===== config.mk =====
export PLATFORM = sky130hd
export DESIGN_NAME = mix_word_packer_flat
export DESIGN_NICKNAME = d
export VERILOG_FILES = /design/src/rtl/mix_word_packer_if.sv /design/src/rtl/mix_word_packer.sv /design/src/flat_wrapper.sv
export SDC_FILE = /design/constraint.sdc
export NUM_CORES = 1
export LEC_CHECK = 0
export ABC_AREA = 1
export CAP_MARGIN = 5
export CORE_UTILIZATION = 40
export DETAILED_ROUTE_END_ITERATION = 8
export GPL_TIMING_DRIVEN = 0
export PLACE_DENSITY_LB_ADDON = 0.3
export SYNTH_ARGS = -nofsm -noshare
export SYNTH_HDL_FRONTEND = slang
export SYNTH_SLANG_ARGS = --single-unit

===== constraint.sdc =====
create_clock -name clk -period 1.9 [get_ports clk]
set_input_delay 0.38 -clock clk [delete_from_list [all_inputs] [get_ports clk]]
set_output_delay 0.38 -clock clk [all_outputs]
set_load 0.005 [all_outputs]

===== src/rtl/mix_word_packer_if.sv =====
// Byte-in / word-out handshake bundle for mix_word_packer.
// slave = packer side, master = byte source plus mixer sink.
interface mix_word_packer_if;
    logic        in_valid;
    logic        in_ready;
    logic [7:0]  in_data;
    logic        in_last;
    logic        out_valid;
    logic        out_ready;
    logic [63:0] out_data;
    logic        out_last;
    logic [3:0]  out_nbytes;

    modport slave (
        input  in_valid, in_data, in_last, out_ready,
        output in_ready, out_valid, out_data, out_last, out_nbytes
    );

    modport master (
        output in_valid, in_data, in_last, out_ready,
        input  in_ready, out_valid, out_data, out_last, out_nbytes
    );
endinterface


===== src/rtl/mix_word_packer.sv =====
// Packs a byte stream into 64-bit mixer words; short final words padded with PAD_BYTE. MIX_PACK_BSWAP_EN selects big-endian lanes.
// Latency: word registered 1 clk after its completing byte.
// Backpressure: acc holds one completed word while the out register is stalled; in_ready drops only then.
module mix_word_packer #(
    parameter logic [7:0] PAD_BYTE = 8'h00
) (
    input  logic             clk,
    input  logic             rst,
    mix_word_packer_if.slave bus
);

    typedef enum logic {FILL, FULL} state_t;

    state_t      state_q, state_d;
    logic [63:0] acc;
    logic [2:0]  idx;
    logic        hold_last;
    logic [3:0]  hold_nbytes;

    logic [63:0] out_data_q;
    logic        out_valid_q;
    logic        out_last_q;
    logic [3:0]  out_nbytes_q;

    logic [63:0] word;
    logic [3:0]  nbytes;
    logic        in_ready_i;
    logic        byte_xfer;
    logic        complete;
    logic        out_free;
    logic        load_new;
    logic        load_held;

    function automatic logic [5:0] lane_lsb(input logic [2:0] k);
`ifdef MIX_PACK_BSWAP_EN
        return {3'd7 - k, 3'b000};
`else
        return {k, 3'b000};
`endif
    endfunction

    // Lanes above idx only matter when this byte ends the message; then they take the pad.
    always_comb begin
        word = acc;
        for (int k = 0; k < 8; k++) begin
            if (3'(k) == idx)
                word[lane_lsb(3'(k)) +: 8] = bus.in_data;
            else if (3'(k) > idx && bus.in_last)
                word[lane_lsb(3'(k)) +: 8] = PAD_BYTE;
        end
    end

    assign nbytes    = {1'b0, idx} + 4'd1;
    assign byte_xfer = bus.in_valid & in_ready_i;
    assign complete  = byte_xfer & ((idx == 3'd7) | bus.in_last);
    assign out_free  = ~out_valid_q | bus.out_ready;

    always_comb begin
        state_d    = state_q;
        in_ready_i = 1'b0;
        load_new   = 1'b0;
        load_held  = 1'b0;
        case (state_q)
            FILL: begin
                in_ready_i = ~rst;
                load_new   = complete & out_free;
                if (complete && !out_free)
                    state_d = FULL;
            end
            FULL: begin
                if (bus.out_ready) begin
                    load_held = 1'b1;
                    state_d   = FILL;
                end
            end
            default: state_d = FILL;
        endcase
    end

    always_ff @(posedge clk) begin
        if (rst) begin
            state_q      <= FILL;
            acc          <= 64'd0;
            idx          <= 3'd0;
            hold_last    <= 1'b0;
            hold_nbytes  <= 4'd0;
            out_data_q   <= 64'd0;
            out_valid_q  <= 1'b0;
            out_last_q   <= 1'b0;
            out_nbytes_q <= 4'd0;
        end else begin
            state_q <= state_d;

            if (out_valid_q && bus.out_ready)
                out_valid_q <= 1'b0;

            if (load_new) begin
                out_data_q   <= word;
                out_last_q   <= bus.in_last;
                out_nbytes_q <= nbytes;
                out_valid_q  <= 1'b1;
            end else if (load_held) begin
                out_data_q   <= acc;
                out_last_q   <= hold_last;
                out_nbytes_q <= hold_nbytes;
                out_valid_q  <= 1'b1;
            end

            // A completed word parks in acc; it is only read back if the out register was busy.
            if (byte_xfer) begin
                acc <= word;
                if (complete) begin
                    idx         <= 3'd0;
                    hold_last   <= bus.in_last;
                    hold_nbytes <= nbytes;
                end else begin
                    idx <= idx + 3'd1;
                end
            end
        end
    end

    assign bus.in_ready   = in_ready_i;
    assign bus.out_valid  = out_valid_q;
    assign bus.out_data   = out_data_q;
    assign bus.out_last   = out_last_q;
    assign bus.out_nbytes = out_nbytes_q;

endmodule


===== src/flat_wrapper.sv =====
// flat-port wrapper written by rule: the top's interface ports become plain ports
module mix_word_packer_flat 
#(
    parameter logic [7:0] PAD_BYTE = 8'h00
)
  (clk, rst, bus_in_valid, bus_in_data, bus_in_last, bus_out_ready, bus_in_ready, bus_out_valid, bus_out_data, bus_out_last, bus_out_nbytes);
  mix_word_packer_if bus_i ();
  input  logic clk;
  input  logic rst;
  input wire logic [$bits(bus_i.in_valid)-1:0] bus_in_valid;
  input wire logic [$bits(bus_i.in_data)-1:0] bus_in_data;
  input wire logic [$bits(bus_i.in_last)-1:0] bus_in_last;
  input wire logic [$bits(bus_i.out_ready)-1:0] bus_out_ready;
  output wire logic [$bits(bus_i.in_ready)-1:0] bus_in_ready;
  output wire logic [$bits(bus_i.out_valid)-1:0] bus_out_valid;
  output wire logic [$bits(bus_i.out_data)-1:0] bus_out_data;
  output wire logic [$bits(bus_i.out_last)-1:0] bus_out_last;
  output wire logic [$bits(bus_i.out_nbytes)-1:0] bus_out_nbytes;
  assign bus_i.in_valid = bus_in_valid;
  assign bus_i.in_data = bus_in_data;
  assign bus_i.in_last = bus_in_last;
  assign bus_i.out_ready = bus_out_ready;
  assign bus_in_ready = bus_i.in_ready;
  assign bus_out_valid = bus_i.out_valid;
  assign bus_out_data = bus_i.out_data;
  assign bus_out_last = bus_i.out_last;
  assign bus_out_nbytes = bus_i.out_nbytes;
  mix_word_packer #(.PAD_BYTE(PAD_BYTE)) u_core (.clk(clk), .rst(rst), .bus(bus_i));
endmodule

# Word-level counts from Yosys, hierarchy flattened
# Cells that the tools add are included.
classes:
  bitwise_logic: 8
  n_eq_ne: 8
  addsub: 2
  div: 0
  order_cmp: 8
  multipliers: 0
  shift: 0
  reduce_logical: 15
  n_mux: 33
ops:
  columns: ["operator", "count"]
  rows:
  - ["2-to-1 mux 64 bit", 2]
  - ["2-to-1 mux 8 bit", 16]
  - ["equality test 3 bit, first input constant", 4]
  - ["greater-than comparator 3 bit, first input constant", 4]
  - ["2-to-1 mux 1 bit", 11]
  - ["logical AND 1 bit", 10]
  - ["2-to-1 mux 4 bit", 2]
  - ["equality test 2 x 3 -> 1 bit, first input constant", 2]
  - ["greater-than comparator 1 x 3 -> 1 bit, first input constant", 2]
  - ["greater-than comparator 2 x 3 -> 1 bit, first input constant", 2]
  - ["adder 3 x 1 -> 4 bit, second input constant", 1]
  - ["adder 3 x 1 -> 3 bit, second input constant", 1]
  - ["AND 1 bit", 3]
  - ["equality test 1 x 3 -> 1 bit, first input constant", 1]
  - ["equality test 3 bit, second input constant", 1]
  - ["logical NOT 3 bit", 1]
  - ["2-to-1 mux 3 bit", 1]
  - ["NOT 1 bit", 3]
  - ["nonzero test 3 bit", 1]
  - ["OR 1 bit", 2]
  - ["one-hot mux 1 bit (2 select lines)", 1]
  - ["AND reduction 2 bit", 1]
  - ["nonzero test 2 bit", 1]
  - ["logical NOT 1 bit", 1]
totals:
  out_inout_bits: 71
  ff_bits: 143
  latchBits: 0
  ram_bits: 0
  memories: 0
  word_cells: 83
  romBits: 0
  in_bits: 13

# Depth between registers and ports, before layout
# Gate-level depths: netlist of the first run.
depth:
  word_depth: 7
  ltp_mapped: 12
  mapped_depth_nobuf: 11

# Worst setup path before layout of the first run
# No wires, ideal clock.
synth_timing:
  kind: "flip-flop to flip-flop"
  from: "reg u_core.idx[1]"
  to: "reg u_core.out_data_q[5], in the netlist u_core.bus.out_data[5]"
  t_arrival_ns: 1.660
  path_slack_ns: 0.123
  n_path_buf: 2
  t_required_ns: 1.783
  period_less_slack_ns: 1.777
  stages_incl_launch_ff: 12
  setup_time_ns: 0.117
  cell_sequence: "dfxtp_1 > ha_1 > ha_1 > inv_2 > nand2_4 > nand3_4 > nor2_4 > buf_4 > buf_4 > a21oi_1 > nor2_1 > nor2_1"
synth_between:
  elab_chain_len: 6
  word_cells_on_any_way: 12
  cone_classes: "1 x order compare; 1 x eq/ne; 4 x mux; 3 x bitwise; 3 x reduce/logical"
synth_lines:
  columns: ["item", "line_no", "text"]
  rows:
  - ["start: declaration", "mix_word_packer.sv:16", "logic [2:0] idx;"]
  - ["start signal: assignment", "mix_word_packer.sv:117", "idx <= idx + 3'd1;"]
  - ["equality test 3 bit", "mix_word_packer.sv:55", "assign complete = byte_xfer & ((idx == 3'd7) | bus.in_last);"]
  - ["OR 1 bit", "mix_word_packer.sv:55", null]
  - ["AND 1 bit", "mix_word_packer.sv:55", null]
  - ["AND 1 bit", "mix_word_packer.sv:66", "load_new = complete & out_free;"]
  - ["2-to-1 mux 1 bit", "mix_word_packer.sv:63", "case (state_q)"]
  - ["2-to-1 mux 64 bit / nonzero test 2 bit (equally long branches)", null, null]
  - ["end signal: assignment", "mix_word_packer.sv:98", "out_data_q <= word;"]
  - ["end: declaration", "mix_word_packer.sv:20", "logic [63:0] out_data_q;"]
# Several ways; a longest one is shown, not always the timed one.
# A chain may end at the register's enable or synchronous reset.

# Worst setup path in the final report of the first run
layout_timing:
  from: "in bus_out_ready"
  to: "reg u_core.out_data_q[56], in the netlist u_core.bus.out_data[56]"
layout_between:
  elab_chain_len: 4
  word_cells_on_any_way: 7
  cone_classes: "4 x mux; 2 x bitwise; 1 x reduce/logical"
layout_lines:
  columns: ["item", "line_no", "text"]
  rows:
  - ["start: declaration", "flat_wrapper.sv:13", "input wire logic [$bits(bus_i.out_ready)-1:0] bus_out_ready;"]
  - ["OR 1 bit", "mix_word_packer.sv:56", "assign out_free = ~out_valid_q | bus.out_ready;"]
  - ["AND 1 bit", "mix_word_packer.sv:66", null]
  - ["2-to-1 mux 1 bit", "mix_word_packer.sv:63", null]
  - ["2-to-1 mux 64 bit / nonzero test 2 bit (equally long branches)", null, null]
# Several ways; a longest one is shown, not always the timed one.

==> summary.txt, run 1 <==
Die
  – Die Width: 131 microns
  – DIE HEIGHT: 131 microns
  – Initial core utilization: 41.4%
  – Core Rows: 46
  – Core area: 16100 sq um
  – I/O Pins: 84
  – Area of the die: 17100 sq um

Global route
  – Tot GR Track Use: 25.7%
  – Met2 usage: 39.0%
  – Initial antenna violation count: 0
  – Largest net degree at the start of global routing: 19
  – Busiest grt layer: met2
  – Met3 GRT Util: 5.05%
  – Vias in the first global route: 6118
  – Global-route wire length before repair: 32800 microns
  – GRT met1 Usage: 34.6%
  – Gr ovfl total: 0

Logic synthesis
  – Number of synthesized register bits: 143
  – Top cell type's share of synthesized area: 43.1%
  – Cell Area, Synth: 6650 sq um
  – Synthesized net count: 1013
  – Count of cell types in the netlist: 27
  – Area contributors post-synth: dfxtp_1 43%, nand2_1 18%, o21ai_0 9.2%
  – Syn Area/Cell: 6.68 sq um
  – Mapped Cells: 996
  – Cell taking the most area after synthesis: dfxtp_1
  – Yosys warnings: 0
  – Post-synthesis sequential area ratio: 43.1%

CTS
  – Num CTS Buffers: 17
  – Root Buffer: clkbuf_16
  – CTS tree: yes
  – Clk_lat worst skew: 420 ps
  – Clock slew at reported path FFs: 60 ps
  – Htree depth: 4
  – Clk sinks: 143
  – # hold bufs at CTS: 0
  – Clock Path Buffers: 2

STA
  – Slew @ Worst Pin: 768 ps
  – Rel. slew slack: 48.8%
  – Final WS setup: 72.5 ps
  – Worst-case clock skew: 4.51 ps
  – Max Slew Vio Count: 0
  – Min cycle time layout: 1830 ps
  – RSZ-0062 raised after global routing: true
  – Final Hold Viols: 0
  – Max Freq: 547 MHz
  – Tcrit/Tclk final: 96.2%
  – WHS: 307 ps
  – Setup violators final: 0

Drt
  – Final wirelength: 21300 microns
  – DRC errors left: 0
  – Vias: 6951
  – Pre-Repair DR Iteration Count: 5
  – 1st-iter DRT viols: 778
  – WL/cell: 15.9 microns
  – Drt via density: 5.18
  – Antenna viol nets, final: 0

Placement
  – Gpl congestion: 0.965
  – Dpl cells: 1294
  – HPWL after detailed placement: 14600 microns
  – IO Port Bufs: 82
  – Post-Place Setup Slack: -695 ps

Power
  – Power Density: 837 nW/um^2
  – Tot Pwr: 7.25 mW
  – Leakage Power: 3.76 nW
  – Maximum VDD drop: 0.000711 V

Finish
  – Finished Layout Cells: 1341
  – Commonest non-fill, non-tap cell in the layout: nand2_1
  – Final layout net count: 1130
  – Final Util: 54.0%
  – Share of layout cells above drive strength 1: 9.78%
  – Layout-stage area growth over the synthesis result: 30.4%
  – Ant. Diodes: 0
  – Commonest non-fill, non-tap cells in the layout: 309 x nand2_1, 141 x dfxtp_1, 117 x o21ai_0

Run
  – Max cap viols: 0

Worst setup path
  – Critical Path Fanout Max: 10
  – CP Launch Type: input pin
  – Crit path kind: in2reg
  – Element type at the critical path end: register
  – CP required: 2210 ps
  – Critical Path AT: 2140 ps

Outcome
  – Outcome: finished, final reports clean

Hold path
  – Hold Crit Class: in2reg
[flip-flops by register name, summed over array words and instances, names as in the netlist]
register	flops
u_core.bus.out_nbytes	4
u_core.idx	3
u_core.bus.out_data	64
u_core.state_q	1
u_core.hold_last	1
u_core.bus.out_last	1
u_core.bus.out_valid	1
u_core.acc	64
u_core.hold_nbytes	4
[logic make-up (layout without fill, tap and decap cells)]
family / count (synthesis) / count (layout) / share of synthesized area, %
buffers and inverters: 156 / 285 / 9.43
AND/OR/NAND/NOR: 493 / 493 / 30.7
AO/OA/AOI/OAI: 200 / 200 / 16.1
flip-flops: 143 / 143 / 43.1
adder cells (fa/ha/maj): 4 / 4 / 0.753
[through the flow]
step | TNS, ps | area [sq um]
floorplan | 0 | 6650
global placement | -64220 | 7740
detailed placement | -63250 | 7740
CTS | 0 | 8480
global route | -19.6 | 8670
finish | 0 | 8670
[Yosys cell counts (all sizes together)]
library cell  number
nand2            318
dfxtp            143
o21ai            122
inv              100
nand3             97
nor2              71
a21oi             38
clkbuf            33
buf               23
o22ai             14
a31oi             13
o21bai             6
nor3               5
a211oi             4
ha                 4
o32ai              2
nand3b             1
nand4              1
o21a               1
[routing by layer]
metal	vias up	routed length (microns)
met4	0	758
li1	3451	-
met5	-	0
met3	59	1690
met1	3137	9400
met2	304	9420
[final timing paths]
kind,startpoint,cells after the start,end,slack [ps]
min reg2reg,u_core.hold_nbytes[0],2,u_core.hold_nbytes[0],450
max reg2reg,u_core.idx[1],10,u_core.bus.out_data[37],100
max,bus_out_ready,6,u_core.bus.out_data[56],70
min,bus_in_last,3,u_core.hold_last,310
[report_power, final]
part	internal [mW]	switching (mW)	leakage, nW
combinational	0.287	0.470	2.30
sequential	3.10	0.0536	1.16
clock	2.09	1.25	0.293
total	5.48	1.78	3.76
[what timing repair did]
| item | 4_1_cts | 5_1_grt |
|---|---|---|
| pin swaps | 2 | 3 |
| endpoints found under the setup margin | 121 | 92 |
| cloned | 0 | 1 |
| resized for setup | 30 | 47 |
| setup buffers | 8 | 10 |
[worst max-delay path: stages]
cell and delay (ps):
clkdlybuf4s50_1 440, nand2_2 300, clkbuf_1 630, nor2_1 80
a211oi_1 230, nor2_1 60
[layout make-up]
class / instances / area (sq um)
Timing Repair Buffer: 101 / 1000
Buffer: 53 / 303
Tap cell: 216 / 270
Multi-Input combinational cell: 697 / 3260
Sequential cell: 143 / 2870
Inverter: 100 / 375
Clock buffer: 25 / 505
Fill cell: 1555 / 7390
Clock inverter: 6 / 80.1
(Power assumes the default switching activity.)
==> run 2: changes to the inputs <==
SLEW_MARGIN = 25   (was unset)
==> results of run 2 <==
The final DEF is identical to that of run 1; final timing and power are the same.
==> run 3: changes to the inputs <==
clock period = 2.2 ns   (was 1.9 ns; I/O delays follow)
==> run 3 against run 2 <==
  * Critical endpoint is now u_core.bus.out_data[37]
  * Count of clock-buffer cells in the layout unchanged
  * Utilization shrank 2.0 points
  * Die area unchanged
  * Worst setup slack improved by 55 ps
  * Design area decreased by 3.7%
  * Non-clock buffer count decreased by 16
  * Sequential cell count is the same
  * Sequential power fell by 14%
  * Combinational power decreased by 20%
==> summary.txt, run 3 (same netlist as run 1, synthesis figures left out) <==
Outcome
  – Outcome: finished, final reports clean

Finish
  – Ant. Diodes: 0 (unchanged)
  – Layout-stage area growth over the synthesis result: 25.6%
  – Commonest non-fill, non-tap cells in the layout: 316 x nand2_1, 142 x dfxtp_1, 122 x o21ai_0
  – Share of layout cells above drive strength 1: 6.22% (-3.6 points)
  – Final Util: 52.0% (-2.0 points)
  – Final layout net count: 1114 (-1.4%)
  – Commonest non-fill, non-tap cell in the layout: nand2_1
  – Fillers: 1597 (+2.7%)

Placement
  – Gpl congestion: 0.965 (unchanged)
  – IO Port Bufs: 82 (unchanged)
  – HPWL after detailed placement: 14600 microns (unchanged)

Power
  – Maximum VDD drop: 0.000555 V (-22%)
  – Leakage Power: 3.63 nW (-3.4%)
  – Power Density: 744 nW/um^2 (-11%)

CTS
  – Post-CTS Setup Inserts: 0 (-8)
  – Clock slew at reported path FFs: 60 ps (about the same)
  – Num CTS Buffers: 17 (unchanged)
  – Clock Path Buffers: 2 (unchanged)
  – Htree depth: 4 (unchanged)
  – Clk_lat worst skew: 430 ps (about the same)
  – CTS tree: yes
  – Clk sinks: 143 (unchanged)
  – Root Buffer: clkbuf_16

Drt
  – 1st-iter DRT viols: 714 (-8.2%)
  – Vias: 6933 (-0.26%)
  – Pre-Repair DR Iteration Count: 5 (unchanged)
  – Drt via density: 5.23 (+0.95%)
  – DRC errors left: 0 (unchanged)
  – Final wirelength: 20900 microns (-1.5%)
  – Antenna viol nets, final: 0 (unchanged)
  – WL/cell: 15.8 microns (-0.34%)

Worst setup path
  – Crit path from: u_core.idx[1]
  – Critical Path Fanout Max: 10 (unchanged)
  – CP required: 2550 ps (+340 ps)
  – Buf/Inv on CP: 2 (unchanged)
  – Crit path cell chain: ha_1 > ha_2 > inv_2 > nand2_4 > nand4_4 > nand2_4 > buf_2 > o21bai_1 > a21oi_1
  – Crit path kind: reg2reg
  – CP Launch Type: register
  – Element type at the critical path end: register
  – Crit path largest cell delay: 390 ps (-240 ps)
  – Critical Path AT: 2420 ps (+280 ps)
  – Slowest cell on the critical path: dfxtp_2
  – Top delay family on crit path: simple AND/OR/NAND/NOR gates
  – Most used cell, CP: nand2_4
  – Reg2reg start: u_core.idx[1]

Die
  – Core Rows: 46 (unchanged)
  – Core area: 16100 sq um (unchanged)
  – I/O Pins: 84 (unchanged)
  – Initial core utilization: 41.4% (unchanged)
  – Area of the die: 17100 sq um (unchanged)
  – DIE HEIGHT: 131 microns (unchanged)
  – Die Width: 131 microns (unchanged)

STA
  – RSZ-0062 raised after global routing: false
  – Slew @ Worst Pin: 763 ps (-5.56 ps)
  – Final Hold Viols: 0 (unchanged)
  – Min cycle time layout: 2070 ps
  – Fin Setup TNS: 0 ps (unchanged)
  – Worst-case clock skew: 4.90 ps (+0.392 ps)
  – Max Freq: 483 MHz
  – Setup violators final: 0 (unchanged)
  – Rel. slew slack: 49.2% (+0.37 points)
  – Tcrit/Tclk final: 94.2%
  – Max Slew Vio Count: 0 (unchanged)

Global route
  – Largest net degree at the start of global routing: 17 (-2)
  – Tot GR Track Use: 25.5% (-0.25 points)
  – Met3 GRT Util: 5.17% (+0.12 points)
  – Global-route wire length before repair: 32400 microns (-1.1%)
  – Met2 usage: 38.8% (-0.19 points)
  – Vias in the first global route: 6035 (-1.4%)
  – Busiest grt layer: met2
  – GRT met1 Usage: 34.6% (about the same)
  – Gr ovfl total: 0 (unchanged)
  – Initial antenna violation count: 0 (unchanged)

Hold path
  – HP Start: bus_in_last
  – Hold Crit Class: in2reg

Run
  – Max cap viols: 0 (unchanged)
[run 3: metal layers]
| metal | vias up | share of wire (%) |
|---|---|---|
| li1 | 3415 | - |
| met5 | - | 0 |
| met3 | 59 | 8.4 |
| met1 | 3108 | 44 |
| met2 | 351 | 44 |
| met4 | 0 | 3.7 |
[run 3: power breakdown]
group,switching (mW),internal [mW],total [mW]
Combinational,0.391,0.214,0.606
Sequential,0.0453,2.68,2.72
Clock,1.08,1.81,2.89
Total,1.52,4.70,6.21
[run 3: final timing paths]
check                                          endpoint  slack [ps]  cells after the start
worst max-delay path            u_core.bus.out_data[37]         130                      9
worst min-delay path                   u_core.hold_last         360                      3
worst max register to register  u_core.bus.out_data[37]         130                      9
worst min register to register    u_core.hold_nbytes[0]         450                      2
[run 3: layout make-up]
class                      count  area (sq um)  share of cell area (%)
buffer                        56           262                    3.13
tap                          216           270                    3.24
multi-input combinational    697          3170                    38.0
timing repair buffer          82           820                    9.81
inverter                     100           375                    4.50
clock inverter                 6          80.1                   0.959
sequential                   143          2860                    34.3
clock buffer                  25           505                    6.05
[run 3: per-stage QoR]
| stage | setup WS, ps | total power, mW | hold slack [ps] | cell area, sq um | cells |
|---|---|---|---|---|---|
| floorplan | 423 | 3.10 | 425 | 6650 | 996 |
| global placement | -430 | 3.36 | 439 | 7740 | 1294 |
| detailed placement | -455 | 3.36 | 443 | 7740 | 1294 |
| CTS | 19.8 | 6.22 | 348 | 8330 | 1325 |
| global route | 8.18 | 6.41 | 354 | 8350 | 1325 |
| finish | 128 | 6.21 | 357 | 8350 | 1325 |
[run 3: what timing repair did]
action	in CTS	in global routing
setup endpoints to repair	23	67
gates resized for setup	3	14
hold buffers	0	0
[run 3: worst min-delay path, stage by stage]
cell     delay, ps
buf_2          150
nand2_1         80
a21oi_1         60
